File: src/rtl/ddot_issue.sv
// ddot_issue: buffers one x/y vector pair, streams it as 4-lane beats to the
// dot-product unit and collects the returning partial sums in a result FIFO.
// Optional drain watchdog and sticky tmo flag: define DDOT_ISSUE_TMO_EN.
module ddot_issue #(
    parameter int DEPTH = 16,
    parameter int TMO   = 64,
    localparam int NB   = DEPTH / 4,
    localparam int AW   = $clog2(DEPTH),
    localparam int LW   = $clog2(NB) + 1
) (
    input  logic          clk_i,
    input  logic          rst_ni,
    input  logic          wr_en_i,
    input  logic [AW-1:0] wr_addr_i,
    input  logic [31:0]   wr_x_i,
    input  logic [31:0]   wr_y_i,
    input  logic          start_i,
    input  logic [LW-1:0] len_i,
    output logic          busy_o,
    output logic          done_o,
    output logic          tmo_o,
    output logic          ready_o,
    output logic [31:0]   x0_o,
    output logic [31:0]   x1_o,
    output logic [31:0]   x2_o,
    output logic [31:0]   x3_o,
    output logic [31:0]   y0_o,
    output logic [31:0]   y1_o,
    output logic [31:0]   y2_o,
    output logic [31:0]   y3_o,
    input  logic          vld_i,
    input  logic [31:0]   z_i,
    input  logic          res_rd_i,
    output logic [31:0]   res_data_o,
    output logic          res_empty_o
);

    localparam int PW = (NB > 1) ? $clog2(NB) : 1;

    if ((DEPTH % 4) != 0 || DEPTH < 4 || TMO < 1) begin : g_bad_cfg
        $error("ddot_issue: DEPTH must be a multiple of 4 (>=4), TMO >= 1");
    end

    typedef enum logic [1:0] {IDLE, ISSUE, DRAIN} state_t;

    state_t        state_q, state_d;
    logic [LW-1:0] len_q, len_d;
    logic [LW-1:0] beat_q, beat_d;
    logic [LW-1:0] ret_q, ret_d;
    logic          ready_q, ready_d;
    logic          done_q, done_d;
    logic          busy_q, busy_d;
    logic [31:0]   x_q [4];
    logic [31:0]   y_q [4];
    logic [31:0]   x_d [4];
    logic [31:0]   y_d [4];
    logic [31:0]   lane_x [4];
    logic [31:0]   lane_y [4];

    logic [31:0]   xbuf_q [DEPTH];
    logic [31:0]   ybuf_q [DEPTH];

    logic [31:0]   fifo_q [NB];
    logic [PW-1:0] wp_q, wp_d;
    logic [PW-1:0] rp_q, rp_d;
    logic [LW-1:0] cnt_q, cnt_d;

    logic          accept;
    logic          count;
    logic          pop;
    logic [LW-1:0] sel_beat;

`ifdef DDOT_ISSUE_TMO_EN
    localparam int TW = $clog2(TMO + 1);
    logic [TW-1:0] tcnt_q, tcnt_d;
    logic          tmo_q, tmo_d;
`endif

    // A run needs an empty FIFO so it can never overflow; stray returns are dropped.
    assign accept   = start_i && (state_q == IDLE) && (len_i != '0)
                    && (len_i <= LW'(NB)) && (cnt_q == '0);
    assign count    = vld_i && (state_q != IDLE) && (ret_q < len_q);
    assign pop      = res_rd_i && (cnt_q != '0);
    assign sel_beat = (state_q == IDLE) ? '0 : beat_q;

    // Fetch the four element pairs of the beat about to be presented.
    always_comb begin
        for (int k = 0; k < 4; k++) begin
            lane_x[k] = xbuf_q[AW'(int'(sel_beat) * 4 + k)];
            lane_y[k] = ybuf_q[AW'(int'(sel_beat) * 4 + k)];
            x_d[k]    = ready_d ? lane_x[k] : '0;
            y_d[k]    = ready_d ? lane_y[k] : '0;
        end
    end

    // Run sequencing: issue len beats, then wait for all returns and pulse done.
    always_comb begin
        state_d = state_q;
        len_d   = len_q;
        beat_d  = beat_q;
        ret_d   = ret_q;
        ready_d = 1'b0;
        done_d  = 1'b0;
        busy_d  = busy_q;
`ifdef DDOT_ISSUE_TMO_EN
        tcnt_d  = tcnt_q;
        tmo_d   = tmo_q;
`endif
        if (count) begin
            ret_d = ret_q + 1'b1;
        end
        unique case (state_q)
            IDLE: begin
                if (accept) begin
                    len_d   = len_i;
                    beat_d  = LW'(1);
                    ret_d   = '0;
                    ready_d = 1'b1;
                    busy_d  = 1'b1;
                    state_d = ISSUE;
`ifdef DDOT_ISSUE_TMO_EN
                    tmo_d   = 1'b0;
`endif
                end
            end
            ISSUE: begin
                if (beat_q < len_q) begin
                    ready_d = 1'b1;
                    beat_d  = beat_q + 1'b1;
                end else begin
                    state_d = DRAIN;
                    done_d  = (ret_q == len_q);
`ifdef DDOT_ISSUE_TMO_EN
                    tcnt_d  = '0;
`endif
                end
            end
            DRAIN: begin
                if (done_q) begin
                    state_d = IDLE;
                    busy_d  = 1'b0;
                end else if (ret_q == len_q) begin
                    done_d = 1'b1;
                end else begin
`ifdef DDOT_ISSUE_TMO_EN
                    if (count) begin
                        tcnt_d = '0;
                    end else if (tcnt_q == TW'(TMO - 1)) begin
                        tmo_d  = 1'b1;
                        done_d = 1'b1;
                    end else begin
                        tcnt_d = tcnt_q + 1'b1;
                    end
`endif
                end
            end
            default: state_d = IDLE;
        endcase
    end

    // Result FIFO pointers; push and pop in one cycle leave the count unchanged.
    always_comb begin
        wp_d  = wp_q;
        rp_d  = rp_q;
        cnt_d = cnt_q;
        if (count) begin
            wp_d = (wp_q == PW'(NB - 1)) ? '0 : wp_q + 1'b1;
        end
        if (pop) begin
            rp_d = (rp_q == PW'(NB - 1)) ? '0 : rp_q + 1'b1;
        end
        case ({count, pop})
            2'b10:   cnt_d = cnt_q + 1'b1;
            2'b01:   cnt_d = cnt_q - 1'b1;
            default: cnt_d = cnt_q;
        endcase
    end

    // Control, lane and FIFO pointer registers.
    always_ff @(posedge clk_i or negedge rst_ni) begin
        if (!rst_ni) begin
            state_q <= IDLE;
            len_q   <= '0;
            beat_q  <= '0;
            ret_q   <= '0;
            ready_q <= 1'b0;
            done_q  <= 1'b0;
            busy_q  <= 1'b0;
            wp_q    <= '0;
            rp_q    <= '0;
            cnt_q   <= '0;
            for (int k = 0; k < 4; k++) begin
                x_q[k] <= '0;
                y_q[k] <= '0;
            end
        end else begin
            state_q <= state_d;
            len_q   <= len_d;
            beat_q  <= beat_d;
            ret_q   <= ret_d;
            ready_q <= ready_d;
            done_q  <= done_d;
            busy_q  <= busy_d;
            wp_q    <= wp_d;
            rp_q    <= rp_d;
            cnt_q   <= cnt_d;
            for (int k = 0; k < 4; k++) begin
                x_q[k] <= x_d[k];
                y_q[k] <= y_d[k];
            end
        end
    end

`ifdef DDOT_ISSUE_TMO_EN
    // Drain watchdog state.
    always_ff @(posedge clk_i or negedge rst_ni) begin
        if (!rst_ni) begin
            tcnt_q <= '0;
            tmo_q  <= 1'b0;
        end else begin
            tcnt_q <= tcnt_d;
            tmo_q  <= tmo_d;
        end
    end
    assign tmo_o = tmo_q;
`else
    assign tmo_o = 1'b0;
`endif

    // Vector buffer, writable only while idle.
    always_ff @(posedge clk_i) begin
        if (wr_en_i && (state_q == IDLE) && (int'(wr_addr_i) < DEPTH)) begin
            xbuf_q[wr_addr_i] <= wr_x_i;
            ybuf_q[wr_addr_i] <= wr_y_i;
        end
    end

    // Result FIFO storage.
    always_ff @(posedge clk_i) begin
        if (count) begin
            fifo_q[wp_q] <= z_i;
        end
    end

    assign busy_o      = busy_q;
    assign done_o      = done_q;
    assign ready_o     = ready_q;
    assign x0_o        = x_q[0];
    assign x1_o        = x_q[1];
    assign x2_o        = x_q[2];
    assign x3_o        = x_q[3];
    assign y0_o        = y_q[0];
    assign y1_o        = y_q[1];
    assign y2_o        = y_q[2];
    assign y3_o        = y_q[3];
    assign res_empty_o = (cnt_q == '0);
    assign res_data_o  = (cnt_q == '0) ? '0 : fifo_q[rp_q];

endmodule

File: config.mk
export PLATFORM = sky130hd
export DESIGN_NAME = ddot_issue
export DESIGN_NICKNAME = d
export VERILOG_FILES = /design/src/rtl/ddot_issue.sv
export SDC_FILE = /design/constraint.sdc
export NUM_CORES = 1
export LEC_CHECK = 0
export ABC_CLOCK_PERIOD_IN_PS = 7490
export BUFFER_PORTS_ARGS = -buffer_cell sky130_fd_sc_hd__buf_2
export CAP_MARGIN = 20
export CORE_MARGIN = 1.5
export CORE_UTILIZATION = 60
export DETAILED_ROUTE_END_ITERATION = 10
export PLACE_DENSITY = 0.82
export SYNTH_ARGS = -nofsm -noshare
export SYNTH_HDL_FRONTEND = slang
export SYNTH_SLANG_ARGS = --single-unit
File: constraint.sdc
create_clock -name clk_i -period 7.49 [get_ports clk_i]
set_clock_uncertainty 0.2 [all_clocks]
set_input_delay 1.498 -clock clk_i [delete_from_list [all_inputs] [get_ports clk_i]]
set_output_delay 1.498 -clock clk_i [all_outputs]
set_load 0.1 [all_outputs]
# After elaboration in Yosys (flattened, before gate mapping)
# Memory sizes are Yosys's and may differ from the RTL's.
# Index checks and enable logic that the tools add are counted.
[totals]
regBits = 277
ramBits = 1152
in_bits = 109
out_inout_bits = 293
word_cells = 101
memories = 3
[op_classes]
add_sub_neg = 9
magnitude_cmp = 3
n_eq_ne = 11
mux = 37
reduce_logical = 20
[mem_list]
columns = ["memory", "words", "word_bits", "rd", "rd_clocked_by_memory_dff", "write_ports", "line", "rtl"]
rows = [
  ["xbuf_q", 16, 32, 4, 0, 1, "60", "logic [31:0] xbuf_q [DEPTH];"],
  ["ybuf_q", 16, 32, 4, 0, 1, "61", "logic [31:0] ybuf_q [DEPTH];"],
  ["fifo_q", 4, 32, 1, 0, 1, "63", "logic [31:0] fifo_q [NB];"],
]
[op_table]
columns = ["op", "n"]
rows = [
  ["$mux 32", 9],
  ["$mux 3", 5],
  ["$mux 2", 6],
  ["$pmux 3 s2", 2],
  ["$mux 1", 11],
  ["$add 3x1->3 const B", 3],
  ["$reduce_and 3->1", 3],
  ["$add 4x2->4 const B", 2],
  ["$eq 2x2->1 const B", 4],
  ["$logic_and 1x1->1", 8],
  ["$ne 2x2->1 const B", 4],
  ["$reduce_bool 2->1", 4],
  ["$lt 3x3->1", 2],
  ["$pmux 1 s2", 3],
  ["$pmux 2 s3", 1],
  ["$reduce_bool 3->1", 2],
  ["$add 2x1->2 const B", 2],
  ["$add 4x1->4 const B", 1],
  ["$eq 2x1->1 const B", 2],
  ["$eq 3x3->1", 1],
  ["$le 3x3->1 const B", 1],
  ["$logic_not 3->1", 1],
  ["$sub 3x1->3 const B", 1],
  ["$logic_not 2->1", 1],
  ["$reduce_and 2->1", 1],
]

# Longest topological paths before layout
# Gate-level depths: netlist of run 1.
[logic_depth]
word_depth = 8
ltp_mapped = 13
ltp_nobuf = 12

# Worst setup path after synthesis of run 1
# No wires, ideal clock.
[synth_timing]
kind = "in2reg"
startpoint = "in wr_en_i"
endpoint = "mem xbuf_q[0][0], enable pin"
setup_ns = 0.565
arrival_ns = 6.286
required_time_ns = 6.725
path_slack_ns = 0.439
stages = 3
path_buffers = 0
path_cell_list = "nand2_1 > or3_1 > nor3_1"
[synth_via]
elab_chain_len = 3
[synth_lines]
columns = ["item", "line", "rtl"]
rows = [
  ["start: declaration", "13", "input logic wr_en_i,"],
  ["$logic_and 1x1->1", "232", "if (wr_en_i && (state_q == IDLE) && (int'(wr_addr_i) < DEPTH)) begin"],
  ["$mux 1", "232", ""],
  ["$mux 1 (not written as such)", "233", "xbuf_q[wr_addr_i] <= wr_x_i;"],
  ["end: declaration", "60", ""],
]
# No other way between the ends.

# Worst setup path after layout of run 1
[layout_timing]
startpoint = "reg rp_q[0]"
endpoint = "out res_data_o[16]"
[layout_via]
elab_chain_len = 2
[layout_lines]
columns = ["item", "line", "rtl"]
rows = [
  ["start: declaration", "65", "logic [PW-1:0] rp_q, rp_d;"],
  ["start signal: assignment", "205", "rp_q <= rp_d;"],
  ["$mem_v2 4x32", "--", ""],
  ["$mux 32", "257", "assign res_data_o = (cnt_q == '0) ? '0 : fifo_q[rp_q];"],
  ["end: declaration", "34", "output logic [31:0] res_data_o,"],
]
# No other way between the ends.

==> results.ini, run 1 <==
[synth]
synth-simple-area-share = 0.0764
synth_edf_count = 1152
synth.top_cell.area_share = 0.647
syn_nets = 3256
synth_mux_area_frac = 0.0141
synth_top_family_by_area = compound AO/OA/AOI/OAI gates
async_flop_share = 0.194
yosysUniqueCellTypes = 42
synth_area_sq_um = 53500
ys_warn_count = 0
yosys_register_bits = 1429
ys_seq_area_frac = 0.776
synth-xor-area-share = 0.000491
postSynthCellCount = 3129
synth_top_area_cell = edfxtp_1
yosysMostFrequentCell = edfxtp_1
syn_avg_cell_area_sq_um = 17.1
synth-main-ff-cell = edfxtp_1
synth_compound_area_frac = 0.109
synthAdderAreaFrac = 0.00435
synthTopCellsByArea = edfxtp_1 (65%), dfrtp_1 (13%), a311oi_2 (6.5%), nand2_1 (3.7%), a211oi_1 (3.6%)
synthTopCellsByCount = edfxtp_1 (1152), nand2_1 (523), nor2b_1 (292)

[timing]
min_period_over_period = 0.611
hold_violations = 0
setup_tns_ns = 0
post-route-min-period_ns = 4.57
slew_headroom = 0.254
whs_ns = 0.323
rsz0062_at_grt = no
tightestPinTransition_ns = 1.12
worst_slack_ns = 2.92
clock.fmax_ghz = 0.219
drv_slew = 0
setup_viol = 0

[route]
wl_per_cell_um = 25.3
detail-route-antenna-nets = 0
dr_total_vias = 29240
wl_mm = 121
vias_per_cell = 6.10
drc_errors = 0
drtPass1Iterations = 5
drt-initial-drc-count = 2890

[worst_setup_path]
crit_buf_inv = 2
critPathKind = reg -> out
crit_start = rp_q[0]
slowest_stage = dfrtp_2
timing.rr.start = state_q[1]
critPathTopFamily = buffers and inverters
crit_path_end_kind = output pin
required_ns = 5.79
slowest_delay_ns = 0.60
reg2reg_slack_ns = 3.67
crit_path_max_fanout = 23
startpoint_type = flop
path_cells = buf_4, mux4_2, nor2b_1, buf_2
crit_arrival_ns = 2.88

[clocking]
htree_levels = 4
cts_tree = yes
ctsResizeCount = 0
root_buffer = clkbuf_16
clock_sinks = 1429
insertion_delay_ns = 0.74
holdBufCountCts = 0
clk_path_buf_depth = 3
post_cts_buffers = 0
cts_buffers = 141
clk_pin_slew_ns = 0.06

[global_routing]
grt_pass1_vias = 29087
grt_antenna_before_repair = 2
grt_usage = 0.267
grt-ovfl-total = 0
grt_pass1_wl_mm = 180
grt_max_degree = 215

[floorplanning]
start_util = 0.605
die_w_um = 302
die_y_um = 302
core-area_sq_um = 88400
num_rows = 109
ioPinCount = 402
die_area_sq_um = 91000

[pwr]
ir_worst_vdd_uv = 551
power_density_nw_per_um2 = 421
p_leak_uw = 0.0214

[placed_design]
place_congestion = 0.780
place_area_sq_um = 56600
dp_hpwl_mm = 66.0
place_ws_ns = 3.10
portBuffers = 400

[finish]
drive_gt1_frac = 0.258
fin_nets = 3637
fill_cells = 5429
fin_area_sq_um = 61000
syn_to_final_growth_pct = 14.1

[status]
outcome = completed

[worst_hold_path]
hold_path.startpoint = cnt_q[2]
hold_path_class = reg -> reg

[run]
cap_viol_max_count = 0

routing by layer:
metal  share of wire  up-vias  track usage
met5               0        -            0
met4           0.028        0       0.0887
met3           0.068      205       0.0487
met2            0.51     1189        0.445
met1            0.39    15058        0.358
li1                -    12788            -
metrics by stage:
| step | utilization | instances | power [uW] |
|---|---|---|---|
| 5_1_grt | 0.691 | 4793 | 26600 |
| 3_3_place_gp | 0.640 | 4529 | 18900 |
| 3_5_place_dp | 0.640 | 4530 | 19100 |
| 2_1_floorplan | - | 3129 | 17200 |
| 4_1_cts | 0.690 | 4790 | 25800 |
| 6_report | 0.691 | 4795 | 25700 |
worst paths after layout:
kind | endpoint | cells after the start
max | res_data_o[16] | 4
min | cnt_q[2] | 1
max reg2reg | xbuf_q[5][24] | 7
min reg2reg | cnt_q[2] | 1
max in group asynchronous | beat_q[0] | 2
min in group asynchronous | x0_o[14] | 1
cell families after synthesis:
| logic type | after synthesis |
|---|---|
| simple gates | 870 |
| fa+ha+maj | 18 |
| xor+xnor | 3 |
| mux | 35 |
| buf+inv | 228 |
| flops | 1429 |
| other cells | 1 |
| compound gates | 545 |
report_power, final:
group,total [uW],leakage [uW],internal (uW),switching (uW)
clock,6700,0.00216,3800,2900
sequential,9670,0.0141,9280,390
combinational,9320,0.00522,1920,7390
total,25700,0.0214,15000,10700
area by class of cell:
type,count,area (sq um),area share
multi-input combinational,1472,11100,0.181
inverter,16,60.1,0.000984
clock inverter,65,515,0.00844
sequential,1429,41500,0.680
antenna,3,7.51,0.000123
clock buffer,195,3890,0.0638
tap,1165,1460,0.0239
timing repair buffer,450,2520,0.0414
layout by cell type, fill, tap and decap left out, types with 32 or more instances in the layout:
cell type	instances
mux4_2	32
buf_4	39
buf_2	399
clkbuf_16	143
clkbuf_1	40
edfxtp_1	1152
a311oi_2	230
nor2b_1	291
a211oi_1	257
dfrtp_1	274
nand2_1	521
flip-flops by register name, summed over array words and instances, names as in the netlist:
name	flops
beat_q	3
busy_o	1
cnt_q	3
done_o	1
fifo_q	128
len_q	3
ready_o	1
ret_q	3
rp_q	2
state_q	2
wp_q	2
x0_o	32
x1_o	32
x2_o	32
x3_o	32
xbuf_q	512
y0_o	32
y1_o	32
y2_o	32
y3_o	32
ybuf_q	512
worst reg2reg max path, cell delays in order (launching register included):
cell and delay [ns]:
dfrtp_1 0.40, inv_1 0.11, ha_1 0.46, nand2_1 0.18, nor2_1 0.14, nand2_1 0.23, nor2_4 0.83, buf_4 0.79
(Power assumes the default switching activity.)
==> inputs of run 2 (changes only) <==
--- a/config.mk
+++ b/config.mk
@@ -5,7 +5,8 @@
 export SDC_FILE = /design/constraint.sdc
 export NUM_CORES = 1
 export LEC_CHECK = 0
-export ABC_CLOCK_PERIOD_IN_PS = 7490
+export ABC_AREA = 1
+export ABC_CLOCK_PERIOD_IN_PS = 4400
 export BUFFER_PORTS_ARGS = -buffer_cell sky130_fd_sc_hd__buf_2
 export CAP_MARGIN = 20
 export CORE_MARGIN = 1.5
==> constraint.sdc (replaced) <==
create_clock -name clk_i -period 4.4 [get_ports clk_i]
set_clock_uncertainty 0.2 [all_clocks]
set_input_delay 0.88 -clock clk_i [delete_from_list [all_inputs] [get_ports clk_i]]
set_output_delay 0.88 -clock clk_i [all_outputs]
set_load 0.1 [all_outputs]
==> run 2 against run 1 <==
Compared with the run above: non-clock buffer count rose by 16; worst setup slack worse by 2.4 ns; register-to-register slack worse by 2.4 ns; critical path type unchanged.
==> results.ini, run 2 <==
[global_routing]
grt_antenna_before_repair = 11  ; +9
grt_max_degree = 180  ; -16%
top_usage_layer = met2
grt_pass1_vias = 32782  ; +13%
grt-ovfl-total = 0  ; unchanged
met3_usage = 0.0668  ; +0.0181
use_met1 = 0.400  ; +0.0428
use_met2 = 0.476  ; +0.0315
grt_usage = 0.296  ; +0.0296
grt_pass1_wl_mm = 200  ; +11%

[timing]
worst_slack_ns = 0.561  ; -2.36 ns
drv_slew = 0  ; unchanged
clock.fmax_ghz = 0.260
tightestPinTransition_ns = 1.12  ; -0.00314 ns
post-route-min-period_ns = 3.84
setup_viol = 0  ; unchanged
hold_violations = 0  ; unchanged
setup_tns_ns = 0  ; unchanged
slew_headroom = 0.256  ; +0.00209
min_period_over_period = 0.873
rsz0062_at_grt = no

[worst_setup_path]
startpoint_type = flop
reg2reg_slack_ns = 1.24  ; -2.43 ns
required_ns = 3.32  ; -2.47 ns
crit_path_max_fanout = 66  ; +190%
crit_path_end_kind = output pin
critPathKind = reg -> out
crit_arrival_ns = 2.76  ; -0.12 ns

[floorplanning]
num_rows = 108  ; -0.92%
die_area_sq_um = 89700  ; -1.4%
die_y_um = 300  ; -0.69%
ioPinCount = 402  ; unchanged
core-area_sq_um = 86900  ; -1.7%
start_util = 0.607  ; +0.00183
die_w_um = 300  ; -0.69%

[placed_design]
place_congestion = 0.825  ; +5.7%
place_inst = 5236  ; +16%
portBuffers = 400  ; unchanged
place_ws_ns = 1.27  ; -1.83 ns
dp_hpwl_mm = 71.0  ; +7.6%

[synth]
syn_nets = 3995  ; +23%
syn_avg_cell_area_sq_um = 13.6  ; -20%
postSynthCellCount = 3868  ; +24%
async_flop_share = 0.194  ; unchanged
synthTopCellsByArea = edfxtp_1 (66%), dfrtp_1 (13%), o22ai_1 (6.1%), nor2_1 (4.7%), o21ai_0 (3.1%)
yosys_register_bits = 1429  ; unchanged
synth.top_cell.area_share = 0.656  ; +0.00908
ys_seq_area_frac = 0.787  ; +0.0109
ys_warn_count = 0  ; unchanged
yosysUniqueCellTypes = 23  ; -45%
synth-main-ff-cell = edfxtp_1
synth_area_sq_um = 52800  ; -1.4%
synth_edf_count = 1152  ; unchanged
yosysMostFrequentCell = edfxtp_1
synth_top_area_cell = edfxtp_1
synthTopCellsByCount = edfxtp_1 (1152), nor2_1 (667), o22ai_1 (512)

[finish]
drive_gt1_frac = 0.164  ; -0.0942
finalNonFillerCells = 5496  ; +15%
top_regs = xbuf_q x512, ybuf_q x512, fifo_q x128
syn_to_final_growth_pct = 15.2
final_cell_mix = edfxtp_1 (1152), nor2_1 (646), o22ai_1 (512)
final_common_cell = edfxtp_1
fin_nets = 4349  ; +20%

[clocking]
cts_buffers = 138  ; -2.1%
root_buffer = clkbuf_16
cts_tree = yes
clock_sinks = 1429  ; unchanged
clk_pin_slew_ns = 0.06  ; about the same
insertion_delay_ns = 0.75  ; about the same
htree_levels = 4  ; unchanged
clk_path_buf_depth = 3  ; unchanged
post_cts_buffers = 0  ; unchanged

[run]
cap_viol_max_count = 0  ; unchanged

[status]
outcome = completed

[route]
vias_per_cell = 6.16  ; +1.0%
wl_mm = 134  ; +11%
drtPass1Iterations = 5  ; unchanged
drt-initial-drc-count = 4440  ; +54%
drc_errors = 0  ; unchanged
wl_per_cell_um = 24.4  ; -3.4%
dr_total_vias = 33859  ; +16%
detail-route-antenna-nets = 0  ; unchanged

[worst_hold_path]
hold_path_class = in -> reg

run 2: cell types whose count changed after synthesis, sizes merged, moves of 6 or more:
cell    change
a21oi      +31
mux4       -32
nand3       +6
a311oi    -256
inv       +277
a211oi    -257
nor2b     -292
o21ai     +321
o22ai     +512
nand2     -221
nor3        -8
nor2      +647
buf        +41
run 2: final cells by class:
| cell class | instances | area [sq um] |
|---|---|---|
| fill | 5231 | 26100 |
| multi-input combinational | 1894 | 9250 |
| sequential | 1429 | 41500 |
| clock inverter | 80 | 746 |
| tap | 1155 | 1450 |
| clock buffer | 172 | 3800 |
| timing repair buffer | 466 | 2850 |
| antenna | 7 | 17.5 |
| inverter | 293 | 1110 |
run 2: worst max-delay path, cell delays in order, from the launching register on:
cell and delay, ns:
dfrtp_2 0.35, buf_4 0.58, nor2_1 0.11, nor2_1 0.11
o21ai_0 0.10, a21oi_1 0.25, buf_2 0.47
run 2: per-layer routing:
layer	share of wire	wire length, um
met3	0.11	14800
met4	0.033	4450
met2	0.49	66000
met5	0.00052	70
met1	0.36	48800
run 2: through the flow:
stage	area, sq um	utilization	hold WS (ns)
floorplan	52800	-	0.253
global placement	56200	0.647	0.286
global route	60700	0.699	0.115
detailed placement	56200	0.647	0.283
CTS	60700	0.699	0.103
finish	60700	0.699	0.142
run 2: what timing repair did:
| item | in CTS | in global routing |
|---|---|---|
| hold endpoints to repair | 63 | 0 |
| hold buffers | 1 | 0 |
| resized for setup | 0 | 0 |
run 2: final timing paths:
check,startpoint,endpoint,cells after the start
max,rp_q[0],res_data_o[19],6
min,z_i[21],fifo_q[2][21],1
max reg2reg,state_q[0],ybuf_q[2][27],7
min reg2reg,state_q[1],state_q[1],2
max in group asynchronous,rst_ni,x2_o[5],4
min in group asynchronous,rst_ni,y3_o[11],2
run 2: kinds of logic after synthesis:
| kind of cell | after synthesis | share of synthesized area |
|---|---|---|
| compound gates | 883 | 0.0959 |
| xor+xnor | 3 | 0.000498 |
| simple gates | 989 | 0.0712 |
| fa+ha+maj | 18 | 0.00441 |
| other cells | 1 | 0.0000711 |
| buf+inv | 545 | 0.0407 |
| flops | 1429 | 0.787 |
Power of run 2 is not shown: default switching activity piles up to over one toggle a cycle in this logic, so the estimate is an artifact.
